[config.mk]
export PLATFORM = sky130hd
export DESIGN_NAME = alu_exec_unit
export DESIGN_NICKNAME = d
export VERILOG_FILES = /design/src/rtl/alu_pkg.sv /design/src/rtl/alu_muldiv_seq.sv /design/src/rtl/alu_exec_unit.sv
export SDC_FILE = /design/constraint.sdc
export NUM_CORES = 1
export LEC_CHECK = 0
export ABC_CLOCK_PERIOD_IN_PS = 4000
export BUFFER_PORTS_ARGS = -buffer_cell sky130_fd_sc_hd__clkbuf_2
export CAP_MARGIN = 20
export CORE_UTILIZATION = 55
export CTS_CLUSTER_SIZE = 40
export DETAILED_ROUTE_END_ITERATION = 8
export PLACE_DENSITY = 0.84
export SYNTH_ARGS = -nofsm -noshare
export SYNTH_HDL_FRONTEND = slang
export SYNTH_SLANG_ARGS = --single-unit
[constraint.sdc]
create_clock -name clk -period 4 [get_ports clk]
set_clock_uncertainty 0.05 [all_clocks]
set_input_delay 1.2 -clock clk [delete_from_list [all_inputs] [get_ports clk]]
set_output_delay 1.2 -clock clk [all_outputs]
set_load 0.05 [all_outputs]
[src/rtl/alu_pkg.sv]
// Shared definitions for the execute-stage ALU: control codes (also used by the
// ALU control decoder), FSM state encoding and a small classification helper.
package alu_pkg;

    localparam logic [3:0] ALU_ADD = 4'b0000;
    localparam logic [3:0] ALU_SUB = 4'b0001;
    localparam logic [3:0] ALU_AND = 4'b0010;
    localparam logic [3:0] ALU_OR  = 4'b0011;
    localparam logic [3:0] ALU_MUL = 4'b0100;
    localparam logic [3:0] ALU_DIV = 4'b0101;
    localparam logic [3:0] ALU_SLL = 4'b0110;
    localparam logic [3:0] ALU_SRL = 4'b0111;
    localparam logic [3:0] ALU_ROL = 4'b1000;
    localparam logic [3:0] ALU_ROR = 4'b1001;

    typedef enum logic [1:0] {
        ST_IDLE  = 2'd0,
        ST_ITER  = 2'd1,
        ST_FIXUP = 2'd2,
        ST_DONE  = 2'd3
    } alu_state_e;

    function automatic logic is_multicycle(input logic [3:0] code);
        return (code == ALU_MUL) || (code == ALU_DIV);
    endfunction

endpackage

[src/rtl/alu_muldiv_seq.sv]
// Iterative signed multiply/divide engine: works on operand magnitudes for WIDTH
// steps, then presents sign-corrected results combinationally for the fix-up cycle.
module alu_muldiv_seq #(
    parameter int WIDTH = 16
) (
    input  logic             clk,
    input  logic             rst,
    input  logic             load_i,
    input  logic             step_i,
    input  logic             is_div_i,
    input  logic [WIDTH-1:0] a_i,
    input  logic [WIDTH-1:0] b_i,
    output logic             last_o,
    output logic             dz_o,
    output logic [WIDTH-1:0] lo_o,
    output logic [WIDTH-1:0] hi_o
);
    localparam int CNT_W = $clog2(WIDTH) + 1;

    logic [WIDTH-1:0] acc_q, acc_d, q_q, q_d, mb_q, a_q;
    logic [CNT_W-1:0] cnt_q;
    logic             div_q, neg_lo_q, neg_hi_q, dz_q;
    logic [WIDTH-1:0] a_mag, b_mag;
    logic [WIDTH:0]   sum, sh, diff;
    logic [2*WIDTH-1:0] prod_fix;

    assign a_mag = a_i[WIDTH-1] ? ('0 - a_i) : a_i;
    assign b_mag = b_i[WIDTH-1] ? ('0 - b_i) : b_i;

    // MUL: {acc,q} shifts right with a conditional add; DIV: restoring subtract into acc.
    always_comb begin
        sum  = {1'b0, acc_q} + (q_q[0] ? {1'b0, mb_q} : '0);
        sh   = {acc_q, q_q[WIDTH-1]};
        diff = sh - {1'b0, mb_q};
        if (div_q) begin
            if (!diff[WIDTH]) begin
                acc_d = diff[WIDTH-1:0];
                q_d   = {q_q[WIDTH-2:0], 1'b1};
            end else begin
                acc_d = sh[WIDTH-1:0];
                q_d   = {q_q[WIDTH-2:0], 1'b0};
            end
        end else begin
            acc_d = sum[WIDTH:1];
            q_d   = {sum[0], q_q[WIDTH-1:1]};
        end
    end

    always_ff @(posedge clk or posedge rst) begin
        if (rst) begin
            acc_q    <= '0;
            q_q      <= '0;
            mb_q     <= '0;
            a_q      <= '0;
            cnt_q    <= '0;
            div_q    <= 1'b0;
            neg_lo_q <= 1'b0;
            neg_hi_q <= 1'b0;
            dz_q     <= 1'b0;
        end else if (load_i) begin
            acc_q    <= '0;
            q_q      <= a_mag;
            mb_q     <= b_mag;
            a_q      <= a_i;
            cnt_q    <= '0;
            div_q    <= is_div_i;
            neg_lo_q <= a_i[WIDTH-1] ^ b_i[WIDTH-1];
            neg_hi_q <= a_i[WIDTH-1];
            dz_q     <= is_div_i && (b_i == '0);
        end else if (step_i) begin
            acc_q <= acc_d;
            q_q   <= q_d;
            cnt_q <= cnt_q + 1'b1;
        end
    end

    assign last_o   = (cnt_q == CNT_W'(WIDTH - 1));
    assign dz_o     = dz_q;
    assign prod_fix = neg_lo_q ? ('0 - {acc_q, q_q}) : {acc_q, q_q};

    always_comb begin
        if (dz_q) begin
            lo_o = '1;
            hi_o = a_q;
        end else if (div_q) begin
            lo_o = neg_lo_q ? ('0 - q_q) : q_q;
            hi_o = neg_hi_q ? ('0 - acc_q) : acc_q;
        end else begin
            lo_o = prod_fix[WIDTH-1:0];
            hi_o = prod_fix[2*WIDTH-1:WIDTH];
        end
    end

endmodule

[src/rtl/alu_exec_unit.sv]
// Execute-stage ALU: single-cycle arithmetic/logic/shift datapath plus a
// start/busy/done FSM wrapping the iterative multiply/divide engine.
module alu_exec_unit
    import alu_pkg::*;
#(
    parameter int WIDTH = 16
) (
    input  logic             clk,
    input  logic             rst,
    input  logic             start,
    input  logic [3:0]       alu_ctrl,
    input  logic [WIDTH-1:0] op_a,
    input  logic [WIDTH-1:0] op_b,
    output logic             busy,
    output logic             done,
    output logic [WIDTH-1:0] result,
    output logic [WIDTH-1:0] result_hi,
    output logic             flag_zero,
    output logic             flag_neg,
    output logic             flag_ovf,
    output logic             flag_dz,
    output logic             flag_ill,
    output logic [1:0]       dbg_state
);
    localparam int SH_W = $clog2(WIDTH);

    alu_state_e       state_q;
    logic             busy_q, done_q, zero_q, neg_q, ovf_q, dz_q, ill_q;
    logic [WIDTH-1:0] res_q, hi_q;

    logic             accept, is_md;
    logic [SH_W-1:0]  shamt, nshamt;
    logic [WIDTH-1:0] add_r, sub_r, sc_res;
    logic             sc_ovf, sc_ill;
    logic             md_last, md_dz;
    logic [WIDTH-1:0] md_lo, md_hi;

    assign accept = start && ((state_q == ST_IDLE) || (state_q == ST_DONE));
    assign is_md  = is_multicycle(alu_ctrl);
    assign shamt  = op_b[SH_W-1:0];
    assign nshamt = '0 - shamt;  // complementary rotate distance; zero stays zero
    assign add_r  = op_a + op_b;
    assign sub_r  = op_a - op_b;

    always_comb begin
        sc_res = '0;
        sc_ovf = 1'b0;
        sc_ill = 1'b0;
        case (alu_ctrl)
            ALU_ADD: begin
                sc_res = add_r;
                sc_ovf = (op_a[WIDTH-1] == op_b[WIDTH-1]) && (add_r[WIDTH-1] != op_a[WIDTH-1]);
            end
            ALU_SUB: begin
                sc_res = sub_r;
                sc_ovf = (op_a[WIDTH-1] != op_b[WIDTH-1]) && (sub_r[WIDTH-1] != op_a[WIDTH-1]);
            end
            ALU_AND: sc_res = op_a & op_b;
            ALU_OR:  sc_res = op_a | op_b;
            ALU_MUL, ALU_DIV: sc_res = '0;
            ALU_SLL: sc_res = op_a << shamt;
            ALU_SRL: sc_res = op_a >> shamt;
            ALU_ROL: sc_res = (op_a << shamt) | (op_a >> nshamt);
            ALU_ROR: sc_res = (op_a >> shamt) | (op_a << nshamt);
            default: sc_ill = 1'b1;
        endcase
    end

    alu_muldiv_seq #(.WIDTH(WIDTH)) u_muldiv (
        .clk      (clk),
        .rst      (rst),
        .load_i   (accept && is_md),
        .step_i   (state_q == ST_ITER),
        .is_div_i (alu_ctrl == ALU_DIV),
        .a_i      (op_a),
        .b_i      (op_b),
        .last_o   (md_last),
        .dz_o     (md_dz),
        .lo_o     (md_lo),
        .hi_o     (md_hi)
    );

    always_ff @(posedge clk or posedge rst) begin
        if (rst) begin
            state_q <= ST_IDLE;
            busy_q  <= 1'b0;
            done_q  <= 1'b0;
            res_q   <= '0;
            hi_q    <= '0;
            zero_q  <= 1'b0;
            neg_q   <= 1'b0;
            ovf_q   <= 1'b0;
            dz_q    <= 1'b0;
            ill_q   <= 1'b0;
        end else begin
            done_q <= 1'b0;
            case (state_q)
                ST_IDLE, ST_DONE: begin
                    if (accept && is_md) begin
                        state_q <= ST_ITER;
                        busy_q  <= 1'b1;
                    end else if (accept) begin
                        state_q <= ST_DONE;
                        done_q  <= 1'b1;
                        res_q   <= sc_res;
                        hi_q    <= '0;
                        zero_q  <= (sc_res == '0);
                        neg_q   <= sc_res[WIDTH-1];
                        ovf_q   <= sc_ovf;
                        dz_q    <= 1'b0;
                        ill_q   <= sc_ill;
                    end else begin
                        state_q <= ST_IDLE;
                    end
                end
                ST_ITER: if (md_last) state_q <= ST_FIXUP;
                ST_FIXUP: begin
                    state_q <= ST_DONE;
                    busy_q  <= 1'b0;
                    done_q  <= 1'b1;
                    res_q   <= md_lo;
                    hi_q    <= md_hi;
                    zero_q  <= (md_lo == '0);
                    neg_q   <= md_lo[WIDTH-1];
                    ovf_q   <= 1'b0;
                    dz_q    <= md_dz;
                    ill_q   <= 1'b0;
                end
                default: state_q <= ST_IDLE;
            endcase
        end
    end

    assign busy      = busy_q;
    assign done      = done_q;
    assign result    = res_q;
    assign result_hi = hi_q;
    assign flag_zero = zero_q;
    assign flag_neg  = neg_q;
    assign flag_ovf  = ovf_q;
    assign flag_dz   = dz_q;
    assign flag_ill  = ill_q;
    assign dbg_state = state_q;

endmodule
== Yosys cells after proc, flatten, opt, wreduce, memory -nomap -nowiden ==
Cells that the tools add are included.
Word-level totals
  latch bits: 0
  logic and storage cells: 131
  memories: 0
  memory bits (read-only): 0
  register bits: 114
  output and inout port bits: 41
  RAM bits: 0
Cells by class
  reduce and logical (&&, ||, !) cells: 18
  shifts and indexed selects: 4
  equality and inequality tests: 21
  $lt $le $gt $ge: 0
  bitwise gates (word level): 5
  $add $sub $neg: 11
  div/mod/pow operators: 0
  $mul: 0
  muxes and demuxes: 53
Operator list (count)
  16-bit 2-to-1 mux: 20
  16-bit case mux with 8 select lines: 1
  16-bit case mux with 2 select lines: 2
  1-bit by 16-bit subtractor with 16-bit output, first input constant: 4
  16-bit zero test: 3
  16-bit OR: 3
  32-bit 2-to-1 mux: 1
  16-bit by 4-bit << shifter with 16-bit output: 2
  16-bit by 4-bit >> shifter with 16-bit output: 2
  1-bit by 32-bit subtractor with 32-bit output, first input constant: 1
  16-bit by 17-bit adder with 17-bit output: 1
  17-bit by 16-bit subtractor with 17-bit output: 1
  16-bit adder: 1
  16-bit AND: 1
  4-bit by 3-bit equality test with 1-bit output, second input constant: 4
  1-bit case mux with 2 select lines: 8
  16-bit subtractor: 1
  1-bit 2-to-1 mux: 15
  5-bit 2-to-1 mux: 2
  10-bit OR reduction: 1
  4-bit by 2-bit equality test with 1-bit output, second input constant: 2
  4-bit equality test, second input constant: 2
  2-bit 2-to-1 mux: 3
  2-bit inequality test, second input constant: 3
  other kinds (19): 28

== Logic depth before layout (Yosys ltp) ==
Gate-level depths: netlist (run 1).
  depth after elaboration: 8
  mapped depth: 17
  mapped depth without buffers: 14

== Cells and area by module ==
From an unflattened synthesis (run 1), not the netlist that was laid out.
Unflattened totals
  cells, all modules: 1803
  area, all modules: 14157.3 sq um
Modules (own cells, without submodules)
  alu_exec_unit: cells each 971, area each 7430.9 sq um, times used 1
  alu_muldiv_seq: cells each 832, area each 6726.5 sq um, times used 1

== Worst setup path before layout (run 1) ==
Ideal clock, no wire load.
  path type: input port to flip-flop
  start: in op_b[0]
  end: reg zero_q, in the netlist flag_zero
  stages: 15
  data required time: 3.874 ns
  buffers on the path: 3
  arrival: 4.192 ns
  slack: -0.319 ns
  setup time: 0.076 ns
  cell sequence: buf_6 > buf_4 > inv_2 > buf_2 > ha_1 > xnor2_2 > mux4_2 > nand2_1 > a21oi_1 > a221o_1 > a2111o_1 > nor4_1 > and4_1 > nand4b_1 > o21ai_1
On the way
  longest elaborated chain between the ends: 8
Ends and longest elaborated chain
  start: declaration: line alu_exec_unit.sv:13  | input logic [WIDTH-1:0] op_b,
  1-bit by 4-bit subtractor with 4-bit output: line alu_exec_unit.sv:41  | assign nshamt = '0 - shamt;
  16-bit by 4-bit << shifter with 16-bit output / 16-bit by 4-bit >> shifter with 16-bit output (equally long branches): line alu_exec_unit.sv:64, alu_exec_unit.sv:63
  16-bit OR (on tied branches): line alu_exec_unit.sv:64, alu_exec_unit.sv:63
  16-bit case mux with 8 select lines *: line alu_exec_unit.sv:49  | case (alu_ctrl)
  16-bit zero test *: line alu_exec_unit.sv:107  | zero_q <= (sc_res == '0);
  1-bit 2-to-1 mux *: line alu_exec_unit.sv:102  | end else if (accept) begin
  1-bit 2-to-1 mux *: line alu_exec_unit.sv:99  | if (accept && is_md) begin
  1-bit case mux with 2 select lines *: line alu_exec_unit.sv:97  | case (state_q)
  end signal: assignment: line alu_exec_unit.sv:107
  end signal: assignment: line alu_exec_unit.sv:123  | zero_q <= (md_lo == '0);
  end: declaration: line alu_exec_unit.sv:28  | logic busy_q, done_q, zero_q, neg_q, ovf_q, dz_q, ill_q;
Every way passes the cells marked *; elsewhere a longest branch is shown, timed or not. The select of a mux whose other input is x is not followed.
A chain may end at the register's enable or synchronous reset.

== Worst setup path after layout (run 1) ==
  start: in op_b[0]
  end: reg res_q[12], in the netlist result[12]
On the way
  longest elaborated chain between the ends: 7
Ends and longest elaborated chain
  1-bit by 4-bit subtractor with 4-bit output: line alu_exec_unit.sv:41
  16-bit by 4-bit << shifter with 16-bit output / 16-bit by 4-bit >> shifter with 16-bit output (equally long branches): line alu_exec_unit.sv:64, alu_exec_unit.sv:63
  16-bit OR (on tied branches): line alu_exec_unit.sv:64, alu_exec_unit.sv:63
  16-bit case mux with 8 select lines *: line alu_exec_unit.sv:49
  16-bit 2-to-1 mux *: line alu_exec_unit.sv:102
  16-bit 2-to-1 mux *: line alu_exec_unit.sv:99
  16-bit case mux with 2 select lines *: line alu_exec_unit.sv:97
  end signal: assignment: line alu_exec_unit.sv:105  | res_q <= sc_res;
  end signal: assignment: line alu_exec_unit.sv:121  | res_q <= md_lo;
  end: declaration: line alu_exec_unit.sv:29  | logic [WIDTH-1:0] res_q, hi_q;
Marked as above.

==> results_dict.tcl, run 1 <==
set metrics [dict create \
    status "completed" \
    wl_met1_um 21900 \
    ir_worst_vdd_mv 0.6421 \
    fin_area_um2 16400 \
    overflow 0 \
    fin_tns_setup_ns 0 \
    initial_core_util 0.5664 \
    cp.required_ns 4.20 \
    core.rowCount 56 \
    combPwrFrac 0.692 \
    worstPathArrival_ns 4.19 \
    ys_seq_area_frac 0.2083 \
    synth-edff-count 0 \
    wl_met3_um 6710 \
    portBuffers 79 \
    crit_path_end_kind "register" \
    cts-buffers-inserted 9 \
    ctsLongestPathBuffers 2 \
    cts_hold_buf 0 \
    die_w_um 158.4 \
    r2r_slack_ns 0.16 \
    viasPerCell 6.734 \
    period_share 0.9980 \
    ys_types 92 \
    ios 80 \
    grt_setup_unrepaired "yes" \
    layout.nets 2108 \
    crit_type "in2reg" \
    drt_first_pass_iters 9 \
    initialDrtViolationCount 2065 \
    power_density_nw_per_um2 645.5 \
    clock-root-buffer "clkbuf_16" \
    p_int_uw 4871 \
    dp_hpwl_um 45200 \
    hp-class "reg2reg" \
    max_stage_delay_ns 0.40 \
    synth_nets 1856 \
    synth_area_um2 13450 \
    whs_path_depth 2 \
    final_layout_size_suffix_gt1_frac 0.2431 \
    htreeDepth 3 \
    grt_pass1_wl_um 86680 \
    netlist_instances 1722 \
    critPathMostFrequentCell "buf_4" \
    synthToLayoutAreaGrowth_pct 21.87 \
    antenna_found_initial 1 \
    drc 0 \
    path_max_fanout 6 \
    max_freq_mhz 250.5 \
    clkLatencyLatePin_ns 0.36 \
    cts_tree "built" \
    vias 15481 \
    wl_um 58860 \
    yosys_most_used_dff "dfrtp_1" \
    drv_slew 0 \
    cts.sinks 112 \
    grt_pass1_vias 14457 \
    async_flop_share 1.000 \
    switching_power_uw 5713 \
    rr_worst_depth 14 \
    yosys_warnings 0 \
    syn_avg_cell_area_um2 7.813 \
    layout_commonest_cell "buf_4" \
    die_area_um2 25090 \
    fin_total_pwr_uw 10580 \
    clk_pin_slew_ns 0.09 \
    synth-seq-cells 112 \
    max_cap_violations 0 \
    die_y_um 158.4 \
    final_util 0.6903 \
    ant_nets 0 \
    switching_share 0.5398 \
    wl_met2_um 25640 \
    hold_path.startpoint "flag_dz$_DFFE_PP0P_" \
    setup_viol 0 \
    core_area_um2 23750 \
    period_minus_slack_ns 3.992 \
    critPathLaunchType "input pin" \
    wl_per_cell_um 25.60 \
    gp_congestion 1.105 \
    final_cell_mix "buf_4 (284), nand2_1 (208), nor2_1 (143)" \
    worstReg2RegEnd "u_muldiv.acc_q[10]$_DFFE_PP0P_" \
    power_frac_seq 0.222 \
    grt_max_degree 94 \
    timing.critical_path.cells "buf_4 -> ha_1 -> inv_1 -> fa_1 -> nor2b_1 -> o31a_1 -> o221ai_1 -> a32oi_1 -> mux2i_1 -> xnor2_1 -> a211oi_2 -> buf_4 -> nor2_1 -> a21oi_1 -> o21ai_1" \
    power_frac_clock 0.087 \
    worstMarginPinSlew_ns 0.9856 \
    track_usage 0.4691 \
    hold_path_end "flag_dz$_DFFE_PP0P_" \
    final_hold_viol_count 0 \
    placed_cell_area_um2 15950 \
    rr_startpoint "u_muldiv.q_q[15]$_DFFE_PP0P_" \
    cp_slowest_cell "fa_1" \
    topRoutingLayerUsed "met4" \
    power.leakage_uw 0.007348 \
    maxSlewHeadroom 0.3260 \
]
## cells in the mapped netlist (9+ instances only)
cell type,number,share of area
a31oi_1,15,0.0070
o211ai_1,38,0.021
o2111ai_1,9,0.0059
a211oi_1,19,0.011
buf_1,14,0.0039
nand3_1,28,0.010
ha_1,91,0.085
nand2b_1,29,0.013
nor4_1,23,0.011
dfrtp_1,112,0.21
a21o_1,11,0.0061
o21bai_1,9,0.0050
xor2_1,28,0.018
or3_1,13,0.0060
o21ai_1,48,0.018
nor2_1,143,0.040
o41ai_1,10,0.0065
inv_1,77,0.021
a21oi_1,109,0.041
a211o_1,10,0.0065
buf_4,9,0.0050
o22ai_1,22,0.010
nand2_1,208,0.058
o21ai_0,133,0.049
clkbuf_1,74,0.021
buf_2,28,0.010
nor2b_1,16,0.0074
mux4_2,35,0.059
mux2i_1,62,0.046
xnor2_1,67,0.044
o31ai_1,19,0.011
a2111oi_0,9,0.0059
nor3_1,36,0.013
o21a_1,13,0.0073
or4_1,9,0.0050
## cells by family after synthesis
kind of cell	count (synthesis)	synth area share
adders and majority gates	95	0.09058
DFF	112	0.2083
muxes	109	0.1148
buffers and inverters	215	0.06938
xor gates and xnor gates	99	0.06668
and+or+nand+nor	559	0.1979
AOI/OAI and AO/OA	533	0.2524
## state kept, by name, indices dropped and copies added (netlist names)
name and flops:
result_hi 16, u_muldiv.a_q 16, u_muldiv.acc_q 16, u_muldiv.mb_q 16, u_muldiv.q_q 16, result 15
u_muldiv.cnt_q 5, dbg_state 2, busy 1, done 1, flag_dz 1, flag_ill 1
flag_neg 1, flag_ovf 1, flag_zero 1, u_muldiv.div_q 1, u_muldiv.dz_o 1, u_muldiv.neg_lo_q 1
## stage by stage
| step | instances | hold slack (ns) | worst slack [ns] |
|---|---|---|---|
| after floorplan | 1722 | 0.3973 | -0.2036 |
| after global placement | 2276 | 0.4009 | -0.3587 |
| after detailed placement | 2276 | 0.4069 | -0.3156 |
| after CTS | 2292 | 0.4258 | 0.05895 |
| after global routing | 2298 | 0.4508 | -0.07823 |
| final | 2299 | 0.4233 | 0.007846 |
## cell type report
type / count / area [um2]
multi-input combinational: 1396 / 9881
sequential: 112 / 2804
antenna: 1 / 2.502
fill: 1866 / 7356
inverter: 84 / 320.3
tap: 319 / 399.1
timing repair buffer: 371 / 2703
clock buffer: 9 / 225.2
clock inverter: 7 / 62.56
## per-layer routing
metal / global-route usage / vias up
met1: 0.5733 / 7224
met5: 0 / -
li1: - / 6782
met4: 0.3027 / 0
met2: 0.7431 / 1157
met3: 0.1059 / 318
## timing repair
action / in CTS / in global routing
gates resized for setup: 0 / 18
setup buffers: 0 / 5
setup endpoints to repair: 0 / 4
## power by group through the flow
stage	Combinational (uW)	Clock, uW	Sequential (uW)
5_1_grt	7900	949	2390
3_3_place_gp	6750	0	2290
3_5_place_dp	7030	0	2310
2_1_floorplan	4700	0	2560
6_report	7320	917	2340
4_1_cts	7090	909	2300
## how the worst max path moves through the flow
stage,from,end,cells past startpoint
finish,op_b[0],result[12]$_DFFE_PP0P_,15
global route,op_b[0],flag_zero$_DFFE_PP0P_,15
CTS,op_a[5],flag_zero$_DFFE_PP0P_,15
detailed placement,op_a[5],flag_zero$_DFFE_PP0P_,15
global placement,op_b[1],flag_zero$_DFFE_PP0P_,13
floorplan,op_b[0],flag_zero$_DFFE_PP0P_,15
## critical path, delay by kind of cell
family | cells | cell delay (ns)
multiplexers | 1 | 0.14
adder cells (fa/ha/maj) | 2 | 0.63
buffers and inverters | 3 | 0.39
AO/OA/AOI/OAI | 6 | 1.32
XOR/XNOR | 1 | 0.21
AND/OR/NAND/NOR | 2 | 0.29
Note: power is estimated with default switching activity, not from simulation.
==> inputs of run 2 (changes only) <==
--- a/config.mk
+++ b/config.mk
@@ -5,13 +5,14 @@
 export SDC_FILE = /design/constraint.sdc
 export NUM_CORES = 1
 export LEC_CHECK = 0
-export ABC_CLOCK_PERIOD_IN_PS = 4000
-export BUFFER_PORTS_ARGS = -buffer_cell sky130_fd_sc_hd__clkbuf_2
+export ABC_CLOCK_PERIOD_IN_PS = 3900
 export CAP_MARGIN = 20
+export CORE_ASPECT_RATIO = 0.75
 export CORE_UTILIZATION = 55
 export CTS_CLUSTER_SIZE = 40
 export DETAILED_ROUTE_END_ITERATION = 8
-export PLACE_DENSITY = 0.84
+export DONT_BUFFER_PORTS = 1
+export PLACE_DENSITY = 0.78
 export SYNTH_ARGS = -nofsm -noshare
 export SYNTH_HDL_FRONTEND = slang
 export SYNTH_SLANG_ARGS = --single-unit
==> constraint.sdc (replaced) <==
create_clock -name clk -period 3.9 [get_ports clk]
set_clock_uncertainty 0.05 [all_clocks]
set_input_delay 1.17 -clock clk [delete_from_list [all_inputs] [get_ports clk]]
set_output_delay 1.17 -clock clk [all_outputs]
set_load 0.05 [all_outputs]
==> run 2 against run 1 <==
  * Final area down 7.9%
  * Largest power group unchanged
  * Via count down 6.4%
  * Non-clock buffer count down 190
  * First-iteration DRC count up 16%
  * Worst setup slack better by 0.14 ns
  * Sequential power up 23%
  * Critical endpoint is now u_muldiv.acc_q[13]$_DFFE_PP0P_
  * Worst hold slack better by 0.012 ns
  * Count of clock-buffer cells in the layout unchanged
  * Combinational power down 8.7%
  * Cell count down 7.8%
==> results_dict.tcl, run 2 (same netlist as run 1, synthesis figures left out) <==
set metrics [dict create \
    status "completed" \
    final_cell_mix "nand2_1 (208), buf_4 (175), nor2_1 (143)" \
    portBuffers 0 \
    hp-class "reg2reg" \
    core_area_um2 23970 \
    overflow 0 \
    power_density_nw_per_um2 696.7 \
    cts.sinks 112 \
    cp.required_ns 4.16 \
    htreeDepth 3 \
    ir_worst_vdd_mv 0.4928 \
    period_share 0.9626 \
    power.leakage_uw 0.006460 \
    max_cap_violations 0 \
    cts-buffers-inserted 9 \
    die_y_um 137.5 \
    fillers 2115 \
    cts_setup_buffers 0 \
    drt_first_pass_iters 8 \
    grt_max_degree 78 \
    ios 80 \
    die_w_um 182.6 \
    cp_slowest_cell "fa_1" \
    crit_type "reg2reg" \
    vias 14483 \
    antenna_found_initial 1 \
    layout_commonest_cell "nand2_1" \
    drv_slew 0 \
    ant_nets 0 \
    grt_pass1_vias 13068 \
    period_minus_slack_ns 3.754 \
    track_usage 0.4351 \
    gp_congestion 1.089 \
    critPathBufInv 0 \
    initial_core_util 0.5613 \
    wl_per_cell_um 25.65 \
    maxSlewHeadroom 0.3655 \
    worstPathArrival_ns 4.02 \
    timing.critical_path.cells "and2_1 -> ha_1 -> fa_1 -> a211oi_2 -> o21bai_1 -> a31o_1 -> a211o_1 -> a2111o_1 -> a41o_1 -> a21oi_1 -> nor2b_1 -> o311ai_2 -> o211a_1" \
    worstMarginPinSlew_ns 0.9517 \
    pre_cts_slack_ns -0.1013 \
    synthToLayoutAreaGrowth_pct 12.26 \
    clk_pin_slew_ns 0.09 \
    core.rowCount 49 \
    die_area_um2 25100 \
    critPathTopFamily "compound AO/OA/AOI/OAI gates" \
    viasPerCell 6.835 \
    antenna_cells 0 \
    hold-worst-slack_ns 0.4352 \
    layout.nets 1917 \
    dp_hpwl_um 41430 \
    wl_um 54350 \
    path_max_fanout 4 \
    ctsLongestPathBuffers 2 \
    drc 0 \
    cts_tree "built" \
    setup_viol 0 \
    clkLatencyLatePin_ns 0.38 \
    max_stage_delay_ns 0.46 \
    grt_pass1_wl_um 81200 \
    max_freq_mhz 266.4 \
    critPathLaunchType "register" \
    initialDrtViolationCount 2397 \
    final_layout_size_suffix_gt1_frac 0.1588 \
    clock-root-buffer "clkbuf_16" \
    final_hold_viol_count 0 \
    layout_setup_ws_ns 0.1460 \
    crit_path_end_kind "register" \
]
## run 2: report_power, final
group / internal, uW / switching [uW] / total, uW
sequential: 1690 / 1190 / 2870
clock: 460 / 512 / 972
combinational: 2720 / 3960 / 6680
total: 4860 / 5660 / 10500
## run 2: through the flow
stage / cell area (um2) / power [uW] / cells / TNS (ns) / utilization
6_report: 15100 / 10520 / 2119 / 0 / 0.6300
4_1_cts: 15060 / 10300 / 2118 / 0 / 0.6281
5_1_grt: 15100 / 11280 / 2119 / -0.01737 / 0.6300
3_3_place_gp: 14750 / 9055 / 2102 / -0.1173 / 0.6153
2_1_floorplan: 13540 / 7457 / 1722 / -0.1692 / -
3_5_place_dp: 14750 / 9303 / 2102 / -0.4513 / 0.6153
## run 2: what timing repair did
item | CTS | global route
setup endpoints to repair | 0 | 3
hold endpoints to repair | 0 | 0
gates resized for setup | 0 | 5
hold buffers | 0 | 0
## run 2: area by class of cell
| cell class | count | area, um2 | area share |
|---|---|---|---|
| inverters | 84 | 321.6 | 0.02129 |
| clock inverters | 7 | 80.08 | 0.005302 |
| well taps | 331 | 414.1 | 0.02742 |
| repair buffers | 181 | 1434 | 0.09494 |
| multi-input cells | 1395 | 9824 | 0.6505 |
| flip-flops and latches | 112 | 2804 | 0.1857 |
| clock buffers | 9 | 225.2 | 0.01491 |
## run 2: path summary, 6_finish.rpt
check                                                       to  cells after the start                   startpoint  slack, ns
min in group asynchronous         u_muldiv.mb_q[5]$_DFFE_PP0P_                      1                          rst       0.54
worst max-delay path            u_muldiv.acc_q[13]$_DFFE_PP0P_                     13  u_muldiv.q_q[0]$_DFFE_PP0P_       0.15
max in group asynchronous          u_muldiv.a_q[8]$_DFFE_PP0P_                      3                          rst       2.52
worst min-delay path               u_muldiv.a_q[7]$_DFFE_PP0P_                      2  u_muldiv.a_q[7]$_DFFE_PP0P_       0.44
worst max register to register  u_muldiv.acc_q[13]$_DFFE_PP0P_                     13  u_muldiv.q_q[0]$_DFFE_PP0P_       0.15
worst min register to register     u_muldiv.a_q[7]$_DFFE_PP0P_                      2  u_muldiv.a_q[7]$_DFFE_PP0P_       0.44
## run 2: per-layer routing
metal / share of wire / wire, um / vias to the layer above / track usage
met2: 0.39 / 21030 / 1073 / 0.5897
met4: 0.028 / 1533 / 0 / 0.1181
li1: - / - / 6387 / -
met5: 0 / 0 / - / 0
met3: 0.16 / 8721 / 134 / 0.1768
met1: 0.42 / 23060 / 6889 / 0.6253
## run 2: worst reg2reg max path, cell delays in order, from the launching register on
cell	delay [ns]
dfrtp_1	0.42
and2_1	0.17
ha_1	0.24
fa_1	0.46
a211oi_2	0.25
o21bai_1	0.14
a31o_1	0.24
a211o_1	0.32
a2111o_1	0.40
a41o_1	0.23
a21oi_1	0.19
nor2b_1	0.10
o311ai_2	0.30
o211a_1	0.20
